`src/rtl/fwd_hazard_scoreboard_pkg.sv`:
```
// Shared types and constants for the forwarding/hazard scoreboard.
// Latency: n/a (types only).
// Backpressure: n/a.
package fwd_pkg;

  // Entry fields are sized for the widest supported configuration.
  // Narrower register/latency fields are zero-extended on write and compare.
  localparam int FWD_RD_W  = 8;
  localparam int FWD_LAT_W = 4;

  // Forward select 0 means "read the register file".
  localparam int FWD_SEL_RF = 0;

  // Stage index at which a producer's result becomes forwardable.
  localparam int LAT_ALU  = 0;
  localparam int LAT_LOAD = 1;

  typedef struct packed {
    logic                 valid;
    logic [FWD_RD_W-1:0]  rd;
    logic [FWD_LAT_W-1:0] lat;
  } fwd_entry_t;

  // Select width: one code per tracked stage, plus the register file.
  function automatic int fwd_sel_w(input int num_stages);
    return (num_stages < 1) ? 1 : $clog2(num_stages + 1);
  endfunction

endpackage

```
`src/rtl/fwd_hazard_scoreboard_if.sv`:
```
// ID-stage request and forward/stall response bundle of the scoreboard.
// Latency: responses are combinational from the requests and scoreboard state.
// Backpressure: hazard_stall_o holds the ID instruction; hold_i freezes the scoreboard.
// Ports: master = core pipeline (drives ID fields, hold, flush),
//        slave  = scoreboard (drives fwd_sel_o, hazard_stall_o, stall_cnt_o).
interface fwd_hazard_scoreboard_if
  import fwd_pkg::*;
#(
  parameter int NUM_SRC    = 2,
  parameter int NUM_STAGES = 3,
  parameter int REG_AW     = 5,
  parameter int LAT_W      = 2,
  parameter int CNT_W      = 32
);
  localparam int SEL_W = fwd_sel_w(NUM_STAGES);

  logic                      id_valid_i;
  logic [REG_AW-1:0]         id_rd_i;
  logic                      id_regwrite_i;
  logic [LAT_W-1:0]          id_lat_i;
  logic [NUM_SRC*REG_AW-1:0] id_rs_i;
  logic [NUM_SRC-1:0]        id_rs_used_i;
  logic                      hold_i;
  logic                      flush_i;
  logic [NUM_SRC*SEL_W-1:0]  fwd_sel_o;
  logic                      hazard_stall_o;
  logic [CNT_W-1:0]          stall_cnt_o;

  modport master (
    output id_valid_i, id_rd_i, id_regwrite_i, id_lat_i, id_rs_i, id_rs_used_i,
           hold_i, flush_i,
    input  fwd_sel_o, hazard_stall_o, stall_cnt_o
  );

  modport slave (
    input  id_valid_i, id_rd_i, id_regwrite_i, id_lat_i, id_rs_i, id_rs_used_i,
           hold_i, flush_i,
    output fwd_sel_o, hazard_stall_o, stall_cnt_o
  );

endinterface

```
`src/rtl/fwd_hazard_scoreboard_src_match.sv`:
```
// Youngest-producer priority match for one ID source operand.
// Latency: purely combinational.
// Backpressure: none; not_ready feeds the stall decision in the parent.
// Ports: rs/used = source operand, entries = shadow pipeline (0 = EX),
//        sel = 0 for regfile or k+1 for entry k, not_ready = producer not forwardable yet.
module fwd_src_match
  import fwd_pkg::*;
#(
  parameter int NUM_STAGES = 3,
  parameter int REG_AW     = 5,
  parameter int SEL_W      = 2
) (
  input  logic [REG_AW-1:0]                 rs,
  input  logic                              used,
  input  fwd_entry_t [NUM_STAGES-1:0]       entries,
  output logic [SEL_W-1:0]                  sel,
  output logic                              not_ready
);

  logic found;

  // Scanning from entry 0 upwards and latching the first hit gives the
  // youngest producer; older writes to the same register are shadowed.
  always_comb begin
    sel       = SEL_W'(FWD_SEL_RF);
    not_ready = 1'b0;
    found     = 1'b0;
    for (int k = 0; k < NUM_STAGES; k++) begin
      if (!found && used && (rs != '0) && entries[k].valid &&
          (entries[k].rd == FWD_RD_W'(rs))) begin
        found     = 1'b1;
        sel       = SEL_W'(k + 1);
        not_ready = (k < int'(entries[k].lat));
      end
    end
  end

endmodule

```
`src/rtl/fwd_hazard_scoreboard.sv`:
```
// Forwarding select and hazard stall from a shadow pipeline of in-flight writes.
// Latency: sel/stall combinational from state + ID inputs; shadow pipeline advances 1/clk.
// Backpressure: hold_i freezes entries and counter; a stall injects a bubble into EX.
// Ports: clk, rst_n (async active-low), id (slave side of fwd_hazard_scoreboard_if).
module fwd_hazard_scoreboard
  import fwd_pkg::*;
#(
  parameter int NUM_SRC    = 2,
  parameter int NUM_STAGES = 3,
  parameter int REG_AW     = 5,
  parameter int LAT_W      = 2,
  parameter int CNT_W      = 32
) (
  input  logic                      clk,
  input  logic                      rst_n,
  fwd_hazard_scoreboard_if.slave    id
);

  localparam int SEL_W = fwd_sel_w(NUM_STAGES);

  fwd_entry_t [NUM_STAGES-1:0] entries;
  fwd_entry_t                  new_entry;
  logic [NUM_SRC-1:0]          not_ready;
  logic [NUM_SRC*SEL_W-1:0]    sel_flat;
  logic                        stall;
  logic [CNT_W-1:0]            stall_cnt;

  for (genvar s = 0; s < NUM_SRC; s++) begin : g_src
    fwd_src_match #(
      .NUM_STAGES (NUM_STAGES),
      .REG_AW     (REG_AW),
      .SEL_W      (SEL_W)
    ) u_match (
      .rs        (id.id_rs_i[s*REG_AW +: REG_AW]),
      .used      (id.id_rs_used_i[s]),
      .entries   (entries),
      .sel       (sel_flat[s*SEL_W +: SEL_W]),
      .not_ready (not_ready[s])
    );
  end

  // Flush squashes the ID instruction, so it also cancels its stall.
  assign stall = id.id_valid_i & ~id.flush_i & (|not_ready);

  // x0 writes and non-writing instructions enter as bubbles so they can never
  // shadow an older real producer of the same register.
  always_comb begin
    new_entry = '0;
    if (id.id_valid_i && !id.flush_i && !stall &&
        id.id_regwrite_i && (id.id_rd_i != '0)) begin
      new_entry.valid = 1'b1;
      new_entry.rd    = FWD_RD_W'(id.id_rd_i);
      new_entry.lat   = (int'(id.id_lat_i) > NUM_STAGES - 1) ?
                        FWD_LAT_W'(NUM_STAGES - 1) : FWD_LAT_W'(id.id_lat_i);
    end
  end

  // The last entry simply drops off: the regfile writes before it is read,
  // so a retiring producer is already visible through select 0.
  always_ff @(posedge clk or negedge rst_n) begin
    if (!rst_n) begin
      entries   <= '0;
      stall_cnt <= '0;
    end else if (!id.hold_i) begin
      for (int k = NUM_STAGES - 1; k > 0; k--) begin
        entries[k] <= entries[k-1];
      end
      entries[0] <= new_entry;
      if (stall && (stall_cnt != '1)) begin
        stall_cnt <= stall_cnt + CNT_W'(1);
      end
    end
  end

  assign id.fwd_sel_o      = sel_flat;
  assign id.hazard_stall_o = stall;
  assign id.stall_cnt_o    = stall_cnt;

endmodule

```
`src/flat_wrapper.sv`:
```
// flat-port wrapper written by rule: the top's interface ports become plain ports
module fwd_hazard_scoreboard_flat import fwd_pkg::*;
#(
  parameter int NUM_SRC    = 2,
  parameter int NUM_STAGES = 3,
  parameter int REG_AW     = 5,
  parameter int LAT_W      = 2,
  parameter int CNT_W      = 32
)
  (clk, rst_n, id_id_valid_i, id_id_rd_i, id_id_regwrite_i, id_id_lat_i, id_id_rs_i, id_id_rs_used_i, id_hold_i, id_flush_i, id_fwd_sel_o, id_hazard_stall_o, id_stall_cnt_o);
  fwd_hazard_scoreboard_if #(.NUM_SRC(NUM_SRC), .NUM_STAGES(NUM_STAGES), .REG_AW(REG_AW), .LAT_W(LAT_W), .CNT_W(CNT_W)) id_i ();
  input  logic clk;
  input  logic rst_n;
  input wire logic [$bits(id_i.id_valid_i)-1:0] id_id_valid_i;
  input wire logic [$bits(id_i.id_rd_i)-1:0] id_id_rd_i;
  input wire logic [$bits(id_i.id_regwrite_i)-1:0] id_id_regwrite_i;
  input wire logic [$bits(id_i.id_lat_i)-1:0] id_id_lat_i;
  input wire logic [$bits(id_i.id_rs_i)-1:0] id_id_rs_i;
  input wire logic [$bits(id_i.id_rs_used_i)-1:0] id_id_rs_used_i;
  input wire logic [$bits(id_i.hold_i)-1:0] id_hold_i;
  input wire logic [$bits(id_i.flush_i)-1:0] id_flush_i;
  output wire logic [$bits(id_i.fwd_sel_o)-1:0] id_fwd_sel_o;
  output wire logic [$bits(id_i.hazard_stall_o)-1:0] id_hazard_stall_o;
  output wire logic [$bits(id_i.stall_cnt_o)-1:0] id_stall_cnt_o;
  assign id_i.id_valid_i = id_id_valid_i;
  assign id_i.id_rd_i = id_id_rd_i;
  assign id_i.id_regwrite_i = id_id_regwrite_i;
  assign id_i.id_lat_i = id_id_lat_i;
  assign id_i.id_rs_i = id_id_rs_i;
  assign id_i.id_rs_used_i = id_id_rs_used_i;
  assign id_i.hold_i = id_hold_i;
  assign id_i.flush_i = id_flush_i;
  assign id_fwd_sel_o = id_i.fwd_sel_o;
  assign id_hazard_stall_o = id_i.hazard_stall_o;
  assign id_stall_cnt_o = id_i.stall_cnt_o;
  fwd_hazard_scoreboard #(.NUM_SRC(NUM_SRC), .NUM_STAGES(NUM_STAGES), .REG_AW(REG_AW), .LAT_W(LAT_W), .CNT_W(CNT_W)) u_core (.clk(clk), .rst_n(rst_n), .id(id_i));
endmodule
```
`config.mk`:
```
export PLATFORM = sky130hd
export DESIGN_NAME = fwd_hazard_scoreboard_flat
export DESIGN_NICKNAME = d
export VERILOG_FILES = /design/src/rtl/fwd_hazard_scoreboard_pkg.sv /design/src/rtl/fwd_hazard_scoreboard_if.sv /design/src/rtl/fwd_hazard_scoreboard_src_match.sv /design/src/rtl/fwd_hazard_scoreboard.sv /design/src/flat_wrapper.sv
export SDC_FILE = /design/constraint.sdc
export NUM_CORES = 1
export LEC_CHECK = 0
export ABC_AREA = 1
export CAP_MARGIN = 20
export CORE_UTILIZATION = 49
export DETAILED_ROUTE_END_ITERATION = 12
export PLACE_DENSITY = 0.8
export SLEW_MARGIN = 20
export SYNTH_ARGS = -nofsm -noshare
export SYNTH_HDL_FRONTEND = slang
export SYNTH_SLANG_ARGS = --single-unit
```
`constraint.sdc`:
```
create_clock -name clk -period 2.5 [get_ports clk]
set_input_delay 0.75 -clock clk [delete_from_list [all_inputs] [get_ports clk]]
set_output_delay 0.75 -clock clk [all_outputs]
set_load 0.01 [all_outputs]
```
Yosys cells after proc, flatten, opt, wreduce, memory -nomap -nowiden:

Index checks and enable logic that the tools add are counted.

* flip-flop bits (word level): 71
* input bits: 25
* word-level logic and storage cells: 82
* output and inout port bits: 37

* muxes and demuxes: 18
* equal/unequal tests: 7
* bitwise operators: 4
* $add $sub $neg: 1
* reductions and logical operators: 38
* magnitude comparators: 4

Operators with widths (count)
* $eq 8x5->1: 6
* $add 32x1->32 const B: 1
* $ne 32x32->1 const B: 1
* $logic_and 1x1->1: 27
* $reduce_bool 5->1: 3
* $mux 13: 1
* $mux 1: 12
* $mux 2: 5
* $lt 1x4->1 const A: 2
* $logic_not 1->1: 6
* $lt 2x4->1 const A: 1
* $and 1x1->1: 2
* $gt 2x2->1 const B: 1
* $not 1->1: 2
* $reduce_and 2->1: 1
* $reduce_or 2->1: 1

Depth between registers and ports, before layout:

Gate-level depths: netlist of run 1.

* depth after elaboration: 24
* gate-level depth with buffers: 15
* gate-level depth less buffers: 14

By module:

Synthesis of run 1 repeated with hierarchy kept, for this count alone.

* cells, all modules: 659
* area, all modules: 4083.9 um2

By module, submodules not included
* fwd_hazard_scoreboard: cells each 457, area an instance 3205.6 um2, times used 1, sequential area each 1401.3 um2
* fwd_src_match: cells each 101, area an instance 439.2 um2, times used 2, sequential area each 0.0 um2

Worst setup path after synthesis of run 1:

Ideal clock, no wire load.

* path kind: input to output
* start: in id_id_rs_i[7]
* end: out id_hazard_stall_o
* slack: 0.019 ns
* cell stages on the path: 9
* data required time: 1.750 ns
* data arrival time: 1.731 ns
* buffers on the path: 1
* cell sequence: xor2_1 nor2_1 nand3_1 nor2_1 nand2_1 nand2_2 nand2_4 a21oi_4 buf_6

* longest elaborated chain between the ends: 19
* elaborated cells between the ends (all ways): 24
* classes of those cells: eq/ne: 3; mux: 5; bitwise: 1; reduce/logical: 15

Ends and longest elaborated chain
* start: declaration: RTL line flat_wrapper.sv:18 `input wire logic [$bits(id_i.id_rs_i)-1:0] id_id_rs_i;`
* $reduce_bool 5->1: RTL line fwd_hazard_scoreboard_src_match.sv:29 `if (!found && used && (rs != '0) && entries[k].valid &&`
* $logic_and 1x1->1 (3 in series): RTL line fwd_hazard_scoreboard_src_match.sv:29
* $mux 1: RTL line fwd_hazard_scoreboard_src_match.sv:29
* $logic_not 1->1: RTL line fwd_hazard_scoreboard_src_match.sv:29
* $logic_and 1x1->1 (4 in series): RTL line fwd_hazard_scoreboard_src_match.sv:29
* $mux 1: RTL line fwd_hazard_scoreboard_src_match.sv:29
* $logic_not 1->1: RTL line fwd_hazard_scoreboard_src_match.sv:29
* $logic_and 1x1->1 (4 in series): RTL line fwd_hazard_scoreboard_src_match.sv:29
* $mux 1 (*): RTL line fwd_hazard_scoreboard_src_match.sv:29
* $reduce_or 2->1 (*): RTL line fwd_hazard_scoreboard.sv:43 `assign stall = id.id_valid_i & ~id.flush_i & (|not_ready);`
* $and 1x1->1 (*): RTL line fwd_hazard_scoreboard.sv:43
* end: declaration: RTL line flat_wrapper.sv:23 `output wire logic [$bits(id_i.hazard_stall_o)-1:0] id_hazard_stall_o;`

Mark *: on every way between the ends. The rest lies on a longest branch, timed or not.

Worst setup path after layout of run 1:

Same ends and word-level chain as after synthesis.

==> out/summary.txt, run 1 <==
Max Freq: 373.0 MHz
Worst Skew: 0.01424 ns
Cell variety after synth: 32
Primary FF master, synth: dfrtp_1
Clock sink count: 56
Asr flop ratio synth: 1.000
Number of global-route vias before repair: 3839
Total power: 1.859 mW
WL final: 11010 um
Net count after synthesis: 587
Post-Syn Instances: 561
Failing checks: negative setup slack
Initial DRT Pass Iterations: 4
Initial Util: 0.5127
Die width: 89.82 um
Worst-Skew Late Latency: 0.32 ns
GRT Residual Overflow: 0
Die outline height: 89.82 um
Max-Slew Margin vs Limit: 0.5629
Detail Placement HPWL: 8119 um
FP Rows: 31
Antenna violations before repair: 0
Die area: 8067 sq um
DR vias: 4036
Reg2reg end: u_core.id.stall_cnt_o[16]
Clk buf depth: 2
Initial drt markers: 347
Critical-path cell list: buf_8 > xor2_1 > nor2_2 > nand3_2 > nor2_2 > nand2_2 > nand2_2 > nand2_4 > a21oi_4 > buf_2
Synthesized area per cell: 6.736 sq um
GP Congestion: 0.9791
Sequential power share: 0.508
Htree depth: 2
Static leakage: 2.364 nW
Worst path bufs/invs: 2
Net Switching: 0.4819 mW
Minimum clock period after layout: 2.681 ns
Final Non-Filler Cells: 739
CP Max Fanout: 5
Number of diodes: 0
Reg2Reg Setup Slack: 0.30 ns
Vias/cell: 5.461
Post-route DRC: 0
Core Util, Final: 0.6677
Slew Viols, Final: 0
Cell Area, Synth: 3779 sq um
Crit path depth: 10
Cell taking the most area after synthesis: dfrtp_1
Placed insts: 723
Worst R2R Path Depth: 9
# port buffers: 61
Max_cap viols: 0
I/O pin count: 62
Layout cells sized above 1: 0.2078
Least-Margin Pin Slew: 0.6496 ns
Number of synthesized register bits: 56
Outcome: complete, but fails checks
CTS tree: built
Most common cell in the netlist: nand2_1
Endpoints failing setup: 5
Combinational Power Share: 0.135
Worst slack, placed: -1.137 ns
Critical path type: in -> out
Synth Warn #: 0
Critical-path top delay cell: a21oi_4
Area of the core: 7370 sq um
Register area share after synthesis: 0.3709
Synth area leaders: dfrtp_1, nand2_1, nand4_1
Antenna viol nets, final: 0
GRT Total Usage: 0.2878
Area share of the largest cell type after synthesis: 0.3709
RR Startpoint: u_core.id.stall_cnt_o[0]
Largest net degree at the start of global routing: 39
Post-synth EDFFs: 0
CP Launch Point: id_id_rs_i[7]
Int Power: 1.377 mW
Type of destination of the critical path: output pin
TritonCTS Buffers: 5
Wire per inst: 14.90 um
Data required, critical path: 1.75 ns
Area Overhead vs Synth: 30.23%
Global-route wire length before repair: 18730 um
Switching share of power: 0.2593
Pwr Density: 377.7 nW/um^2
Fin nets: 665
Critical Path AT: 1.93 ns
Worst setup SP type: input pin
Tcrit/Tclk final: 1.072
RSZ-0062 raised after global routing: yes
Critical path's largest stage delay: 0.18 ns
Delay-heaviest family, CP: simple AND/OR/NAND/NOR gates
CTS Root Cell: clkbuf_8
PnR worst setup slack: -0.1808 ns
HP Class: in -> async
Final Hold Viols: 0
Clock power share: 0.357
Commonest cells in the synthesized netlist: nand2_1, nand4_1, inv_1
Clk slew on worst S/H paths: 0.11 ns
VDD IR max: 0.2896 mV
-- worst register-to-register path: cells and delay by family, from the launching register on --
kind / cells / cell delay (ns)
adder cells (fa/ha/maj): 1 / 0.22
AND/OR/NAND/NOR: 8 / 1.52
flip-flops: 1 / 0.42
-- metal layers --
metal | part of all wire | GRT usage
met5 | 0 | 0
met2 | 0.48 | 0.4801
met3 | 0.052 | 0.03046
met1 | 0.44 | 0.3849
met4 | 0.026 | 0.1107
-- cells in the final DEF (no fill, tap or decap), drive strengths merged, types with 7 or more instances in the layout --
cell type | netlist | layout
inv | 78 | 79
buf | 11 | 43
clkdlybuf4s50 | 0 | 43
nand2 | 214 | 214
xor2 | 11 | 11
clkbuf | 6 | 7
nand4 | 71 | 71
nand3 | 11 | 11
nor3 | 11 | 11
nor2 | 57 | 57
o21ai | 19 | 19
dfrtp | 56 | 56
-- repair_timing --
item                       4_1_cts  5_1_grt
buffers inserted                 6        2
setup endpoints to repair       45        5
hold buffers                     0        0
pin swaps                       37       18
gates cloned                     0        0
resized for setup              128       22
-- per-stage QoR --
stage	TNS, ns	hold WS [ns]	instance area [sq um]
2_1_floorplan	0	0.4422	3779
3_3_place_gp	-22.74	0.4576	4566
3_5_place_dp	-23.77	0.4667	4566
4_1_cts	-0.3340	0.3941	4847
5_1_grt	-0.8458	0.4104	4921
6_report	-0.5292	0.3767	4921
-- final cells by class --
type | count | area [sq um]
Timing Repair Buffer | 88 | 838.3
Multi-Input combinational cell | 408 | 2110
Fill cell | 634 | 2449
Tap cell | 99 | 123.9
Inverter | 80 | 320.3
Clock inverter | 1 | 30.03
Sequential cell | 56 | 1403
Clock buffer | 7 | 96.34
-- cell families (layout without fill, tap and decap cells) --
| group | count (synthesis) | count (layout) | synth area share |
|---|---|---|---|
| AND/OR/NAND/NOR | 370 | 370 | 0.4513 |
| buffers and inverters | 97 | 176 | 0.1060 |
| adder cells (fa/ha/maj) | 1 | 1 | 0.003311 |
| flip-flops | 56 | 56 | 0.3709 |
| XOR/XNOR | 14 | 14 | 0.03245 |
| AO/OA/AOI/OAI | 23 | 23 | 0.03609 |
-- power groups by stage --
stage	combinational (mW)	sequential (mW)	clock, mW
2_1_floorplan	0.109	0.954	0
3_3_place_gp	0.219	0.959	0
3_5_place_dp	0.221	0.960	0
4_1_cts	0.241	0.943	0.669
5_1_grt	0.277	0.946	0.706
6_report	0.251	0.944	0.664
-- registers in the layout, summed over array words and instances (netlist names) --
register,flops
u_core.entries,24
u_core.id.stall_cnt_o,32
-- how the worst max path moves through the flow --
stage	to	slack (ns)
detailed placement	id_hazard_stall_o	-1.14
floorplan	id_hazard_stall_o	0.02
global placement	id_hazard_stall_o	-1.13
finish	id_hazard_stall_o	-0.18
global route	id_hazard_stall_o	-0.24
CTS	id_hazard_stall_o	-0.17
(Power assumes the default switching activity.)
==> run 2: changes to the inputs <==
--- a/config.mk
+++ b/config.mk
@@ -7,6 +7,7 @@
 export LEC_CHECK = 0
 export ABC_AREA = 1
 export CAP_MARGIN = 20
+export CORE_MARGIN = 1.5
 export CORE_UTILIZATION = 49
 export DETAILED_ROUTE_END_ITERATION = 12
 export PLACE_DENSITY = 0.8
==> run 2 against run 1 <==
Against the previous run:
- the run still ends with negative setup slack left
- design area decreased by 0.81%
- core utilization decreased by 0.54 points
- non-clock buffer count increased by 3
- highest routed layer unchanged
- final cell count increased by 0.41%
- sequential power about the same
- wire length increased by 0.94%
- global-route usage decreased by 0.82 points
==> out/summary.txt, run 2 (synthesis gave the netlist of run 1 again) <==
Outcome: complete, but fails checks
Failing checks: negative setup slack
Commonest non-fill, non-tap cells in the layout: nand2_1, nand4_1, inv_1
Detail Route met2 WL: 5325 um (+0.41%)
Initial drt markers: 292 (-16%)
Data required, critical path: 1.75 ns (about the same)
Max reg flops: 32 (unchanged)
TritonCTS Buffers: 5 (unchanged)
Endpoints failing setup: 5 (unchanged)
Die width: 90.82 um (+1.1%)
Fillers: 670 (+5.7%)
Global-route wire length before repair: 18720 um (about the same)
Fin nets: 668 (+0.45%)
Antenna violations before repair: 0 (unchanged)
GRT Total Usage: 0.2797 (-0.008159)
Commonest non-fill, non-tap cell in the layout: nand2_1
Number of diodes: 0 (unchanged)
Area of the core: 7370 sq um (unchanged)
Top routing layer in use: met4
Reg area: 1404 sq um (about the same)
Switching share of power: 0.2636 (+0.004307)
Max-Slew Margin vs Limit: 0.5701 (+0.007128)
# port buffers: 61 (unchanged)
WL final: 11110 um (+0.94%)
I/O pin count: 62 (unchanged)
Clock power share: 0.335 (-0.022)
Worst-Skew Late Latency: 0.31 ns (about the same)
Initial DRT Pass Iterations: 5 (+1)
Static leakage: 2.359 nW (-0.23%)
Max Freq: 367.4 MHz (-1.5%)
Footprint of the multi-input gates: 2082 sq um (-1.3%)
Post-route DRC: 0 (unchanged)
VDD IR max: 0.3633 mV (+25%)
Tcrit/Tclk final: 1.089 (+0.01637)
Pwr Density: 367.3 nW/um^2 (-2.8%)
Wire per inst: 14.98 um (+0.54%)
Clk buf depth: 2 (unchanged)
Net Switching: 0.4726 mW (-1.9%)
Worst Skew: 0.007908 ns (-0.006327 ns)
Clk slew on worst S/H paths: 0.10 ns (about the same)
Type of destination of the critical path: output pin
Initial Util: 0.5127 (unchanged)
HP Class: in -> async
Combinational Power Share: 0.138 (+0.003)
Detail Placement HPWL: 8185 um (+0.81%)
Die outline height: 90.82 um (+1.1%)
DR vias: 4038 (+0.050%)
RSZ-0062 raised after global routing: yes
GP Congestion: 0.9687 (-1.1%)
Largest net degree at the start of global routing: 38 (-2.6%)
PnR worst setup slack: -0.2217 ns (-0.04092 ns)
Layout cells sized above 1: 0.1928 (-0.01497)
Wl on met1: 4767 um (-1.8%)
Worst setup SP type: input pin
Critical Path AT: 1.97 ns (+0.04 ns)
Sequential power share: 0.527 (+0.019)
Met3 wire length: 800 um (+40%)
Minimum clock period after layout: 2.722 ns (+0.04092 ns)
Worst R2R Path Depth: 14 (+5)
Critical path type: in -> out
Htree depth: 2 (unchanged)
Clock sink count: 56 (unchanged)
Die area: 8247 sq um (+2.2%)
GRT Residual Overflow: 0 (unchanged)
CP Max Fanout: 4 (-1)
CTS Root Cell: clkbuf_8
Number of global-route vias before repair: 3849 (+0.26%)
Final Hold Viols: 0 (unchanged)
Total power: 1.793 mW (-3.5%)
Vias/cell: 5.442 (-0.35%)
Max_cap viols: 0 (unchanged)
Antenna viol nets, final: 0 (unchanged)
Int Power: 1.320 mW (-4.1%)
FP Rows: 31 (unchanged)
Slew Viols, Final: 0 (unchanged)
CTS tree: built
Least-Margin Pin Slew: 0.6390 ns (-0.01060 ns)
Area Overhead vs Synth: 29.17%
Setup TNS: -0.6143 ns (-0.08508 ns)
## run 2: routing by layer
| layer | vias to the layer above | global-route usage |
|---|---|---|
| met5 | - | 0 |
| met4 | 0 | 0.07552 |
| met3 | 19 | 0.03956 |
| met2 | 188 | 0.4624 |
| met1 | 1870 | 0.3834 |
| li1 | 1961 | - |
## run 2: layout make-up
cell class,count,area share
timing repair buffer,91,0.1748
sequential,56,0.2876
clock buffer,6,0.01487
clock inverter,2,0.007178
tap,99,0.02538
multi-input combinational,408,0.4266
inverter,80,0.06357
## run 2: repair_timing
item | 4_1_cts | 5_1_grt
hold buffers | 0 | 0
buffers inserted | 6 | 3
pin swaps | 25 | 24
gates resized for setup | 100 | 33
setup endpoints to repair | 38 | 5
## run 2: final timing paths
kind                                    start                        end  slack (ns)
max                             id_id_rs_i[3]          id_hazard_stall_o       -0.22
min                                     rst_n         u_core.entries[31]        0.40
max reg2reg                u_core.entries[19]   u_core.id.stall_cnt_o[1]        0.33
min reg2reg                u_core.entries[27]         u_core.entries[27]        0.49
max in group asynchronous               rst_n  u_core.id.stall_cnt_o[26]        1.50
min in group clk           u_core.entries[27]         u_core.entries[27]        0.49
## run 2: power by group through the flow
stage,logic (mW),registers (mW),clock network [mW]
CTS,0.231,0.943,0.607
global route,0.274,0.946,0.643
detailed placement,0.220,0.961,0
floorplan,0.109,0.954,0
global placement,0.218,0.961,0
finish,0.248,0.944,0.601
## run 2: worst max-delay path: stages
cell and delay (ns):
buf_8 0.10, xor2_1 0.13, nor2_1 0.19, nand3_1 0.13
nor2_2 0.11, nand2_2 0.08, nand2_2 0.08, nand2_4 0.06
a21oi_4 0.19, buf_6 0.13
## run 2: stage by stage
step	hold slack, ns	instance area (sq um)	util	cells	setup slack, ns
floorplan	0.4422	3779	-	561	0.01904
global placement	0.4593	4588	0.6226	726	-1.131
detailed placement	0.4640	4588	0.6226	726	-1.136
CTS	0.4101	4768	0.6470	740	-0.2313
global route	0.4171	4881	0.6623	742	-0.2844
finish	0.4043	4881	0.6623	742	-0.2217
==> run 3: changes to the inputs <==
==> constraint.sdc (replaced) <==
create_clock -name clk -period 2.5 [get_ports clk]
set_input_delay 0.5 -clock clk [delete_from_list [all_inputs] [get_ports clk]]
set_output_delay 0.5 -clock clk [all_outputs]
set_load 0.01 [all_outputs]
==> run 3 against run 2 <==
Against the previous run:
- the run now ends clean
- worst setup slack improved by 0.33 ns
- register-to-register slack got worse by 0.08 ns
- sequential share of layout area rose by 1.6 points
- global-route usage fell by 1.7 points
- combinational power fell by 17%
- clock skew fell by 0.00051 ns
- largest power group unchanged
- highest routed layer unchanged
==> out/summary.txt, run 3 (synthesis gave the netlist of run 1 again) <==
Initial DRT Pass Iterations: 5 (unchanged)
GRT Residual Overflow: 0 (unchanged)
Area Overhead vs Synth: 22.42%
Data required, critical path: 2.00 ns (+0.25 ns)
Post-DP Area: 4531 sq um (-1.3%)
Tcrit/Tclk final: 0.9572 (-0.1315)
Layout cells sized above 1: 0.1297 (-0.06310)
Clock sink count: 56 (unchanged)
RSZ-0062 raised after global routing: no
Wire per inst: 14.32 um (-4.4%)
Critical path type: in -> out
GP Congestion: 0.9718 (+0.32%)
Number of global-route vias before repair: 3671 (-4.6%)
Commonest non-fill, non-tap cells in the layout: nand2_1, nand4_1, inv_1
HP Class: in -> async
Critical Path AT: 1.89 ns (-0.08 ns)
Htree depth: 2 (unchanged)
DR vias: 3951 (-2.2%)
Worst slack, placed: -0.5711 ns (+0.5652 ns)
Post-route DRC: 0 (unchanged)
WL final: 10470 um (-5.8%)
CP Launch Point: id_id_rs_i[4]
Vias/cell: 5.405 (-0.68%)
TritonCTS Buffers: 5 (unchanged)
Antenna violations before repair: 0 (unchanged)
Max Freq: 417.9 MHz (+14%)
Area of the core: 7370 sq um (unchanged)
Detail Placement HPWL: 7752 um (-5.3%)
Pwr Density: 361.2 nW/um^2 (-1.6%)
Minimum clock period after layout: 2.393 ns (-0.3287 ns)
Max reg flops: 32 (unchanged)
CTS tree: built
Type of destination of the critical path: output pin
FP Rows: 31 (unchanged)
PnR worst setup slack: 0.1070 ns (+0.3287 ns)
# port buffers: 61 (unchanged)
Reg2reg end: u_core.id.stall_cnt_o[28]
Outcome: finished clean
Global-route wire length before repair: 17620 um (-5.9%)
Worst setup SP type: input pin
CP Max Fanout: 4 (unchanged)
VDD IR max: 0.2376 mV (-35%)
Fin nets: 657 (-1.6%)
Max-Slew Margin vs Limit: 0.5194 (-0.05061)
Clk slew on worst S/H paths: 0.09 ns (about the same)
Largest net degree at the start of global routing: 57 (+50%)
I/O pin count: 62 (unchanged)
Die width: 90.82 um (unchanged)
Max_cap viols: 0 (unchanged)
Initial drt markers: 362 (+24%)
Worst-Skew Late Latency: 0.31 ns (about the same)
Die area: 8247 sq um (unchanged)
Antenna viol nets, final: 0 (unchanged)
Initial Util: 0.5127 (unchanged)
Commonest non-fill, non-tap cell in the layout: nand2_1
RR Startpoint: u_core.id.stall_cnt_o[0]
Static leakage: 2.268 nW (-3.9%)
Worst Skew: 0.007400 ns (-0.0005089 ns)
Endpoints failing setup: 0 (-5)
GRT Total Usage: 0.2624 (-0.01726)
Reg2Reg Setup Slack: 0.25 ns (-0.08 ns)
Worst R2R Path Depth: 12 (-2)
Number of diodes: 0 (unchanged)
Slew Viols, Final: 0 (unchanged)
Die outline height: 90.82 um (unchanged)
Post-route design area: 4626 sq um (-5.2%)
Clk buf depth: 2 (unchanged)
Final Hold Viols: 0 (unchanged)
Least-Margin Pin Slew: 0.7208 ns (+0.08181 ns)
CTS Root Cell: clkbuf_8
-- run 3: cell count changes in the layout (fill, tap and decap cells not counted), moves of 3 or more --
cell	before	now
nand2_2	19	5
buf_6	8	0
buf_8	4	0
clkdlybuf4s15_1	0	4
clkbuf_2	0	6
buf_4	28	18
buf_2	5	2
nor2_1	39	44
nand2_1	192	208
-- run 3: worst max path at each step --
stage,endpoint,slack (ns),depth (start not counted)
floorplan,id_hazard_stall_o,0.52,9
global placement,id_hazard_stall_o,-0.54,12
detailed placement,id_hazard_stall_o,-0.57,12
CTS,id_fwd_sel_o[0],0.01,11
global route,id_fwd_sel_o[1],0.0005,11
finish,id_fwd_sel_o[1],0.11,11
-- run 3: final cells by class --
cell class	instances	area [sq um]
clock buffer	6	82.58
clock inverter	2	10.01
fill	690	2744
inverter	80	300.3
multi-input combinational	409	2004
sequential	56	1404
tap	99	123.9
timing repair buffer	79	700.7
-- run 3: through the flow --
stage	TNS [ns]	power, mW	std cells	utilization	hold slack (ns)
after detailed placement	-8.301	1.167	720	0.6148	0.4654
after floorplan	0	1.063	561	-	0.2044
final	0	1.671	731	0.6277	0.3227
after CTS	0	1.680	729	0.6284	0.3555
after global routing	0	1.747	731	0.6277	0.3896
after global placement	-7.615	1.165	720	0.6148	0.4579
-- run 3: repair_timing --
| action | in CTS | in global routing |
|---|---|---|
| setup endpoints to repair | 7 | 6 |
| buffers inserted | 1 | 1 |
| hold buffers | 0 | 0 |
| gates cloned | 0 | 1 |
| resized for setup | 22 | 22 |
| pin swaps | 0 | 6 |
| endpoints found under the hold margin | 0 | 0 |
-- run 3: worst max-delay path, stage by stage --
cell	delay, ns
dlygate4sd2_1	0.28
inv_2	0.08
nand2_1	0.07
a21oi_2	0.17
nand3_2	0.12
nand2_1	0.09
inv_2	0.04
nand2_2	0.08
buf_4	0.11
nand2_1	0.06
dlygate4sd2_1	0.28
-- run 3: report_power, final --
group / switching (mW) / total, mW / internal, mW
sequential: 0.0201 / 0.943 / 0.923
combinational: 0.134 / 0.207 / 0.0728
clock: 0.299 / 0.521 / 0.222
total: 0.453 / 1.67 / 1.22
-- run 3: metal layers --
layer,part of all wire,GRT usage,wire length [um],vias up
li1,-,-,-,1948
met1,0.46,0.3811,4765,1806
met2,0.46,0.4160,4773,177
met3,0.072,0.03451,758,20
met4,0.016,0.05990,167,0
met5,0,0,0,-
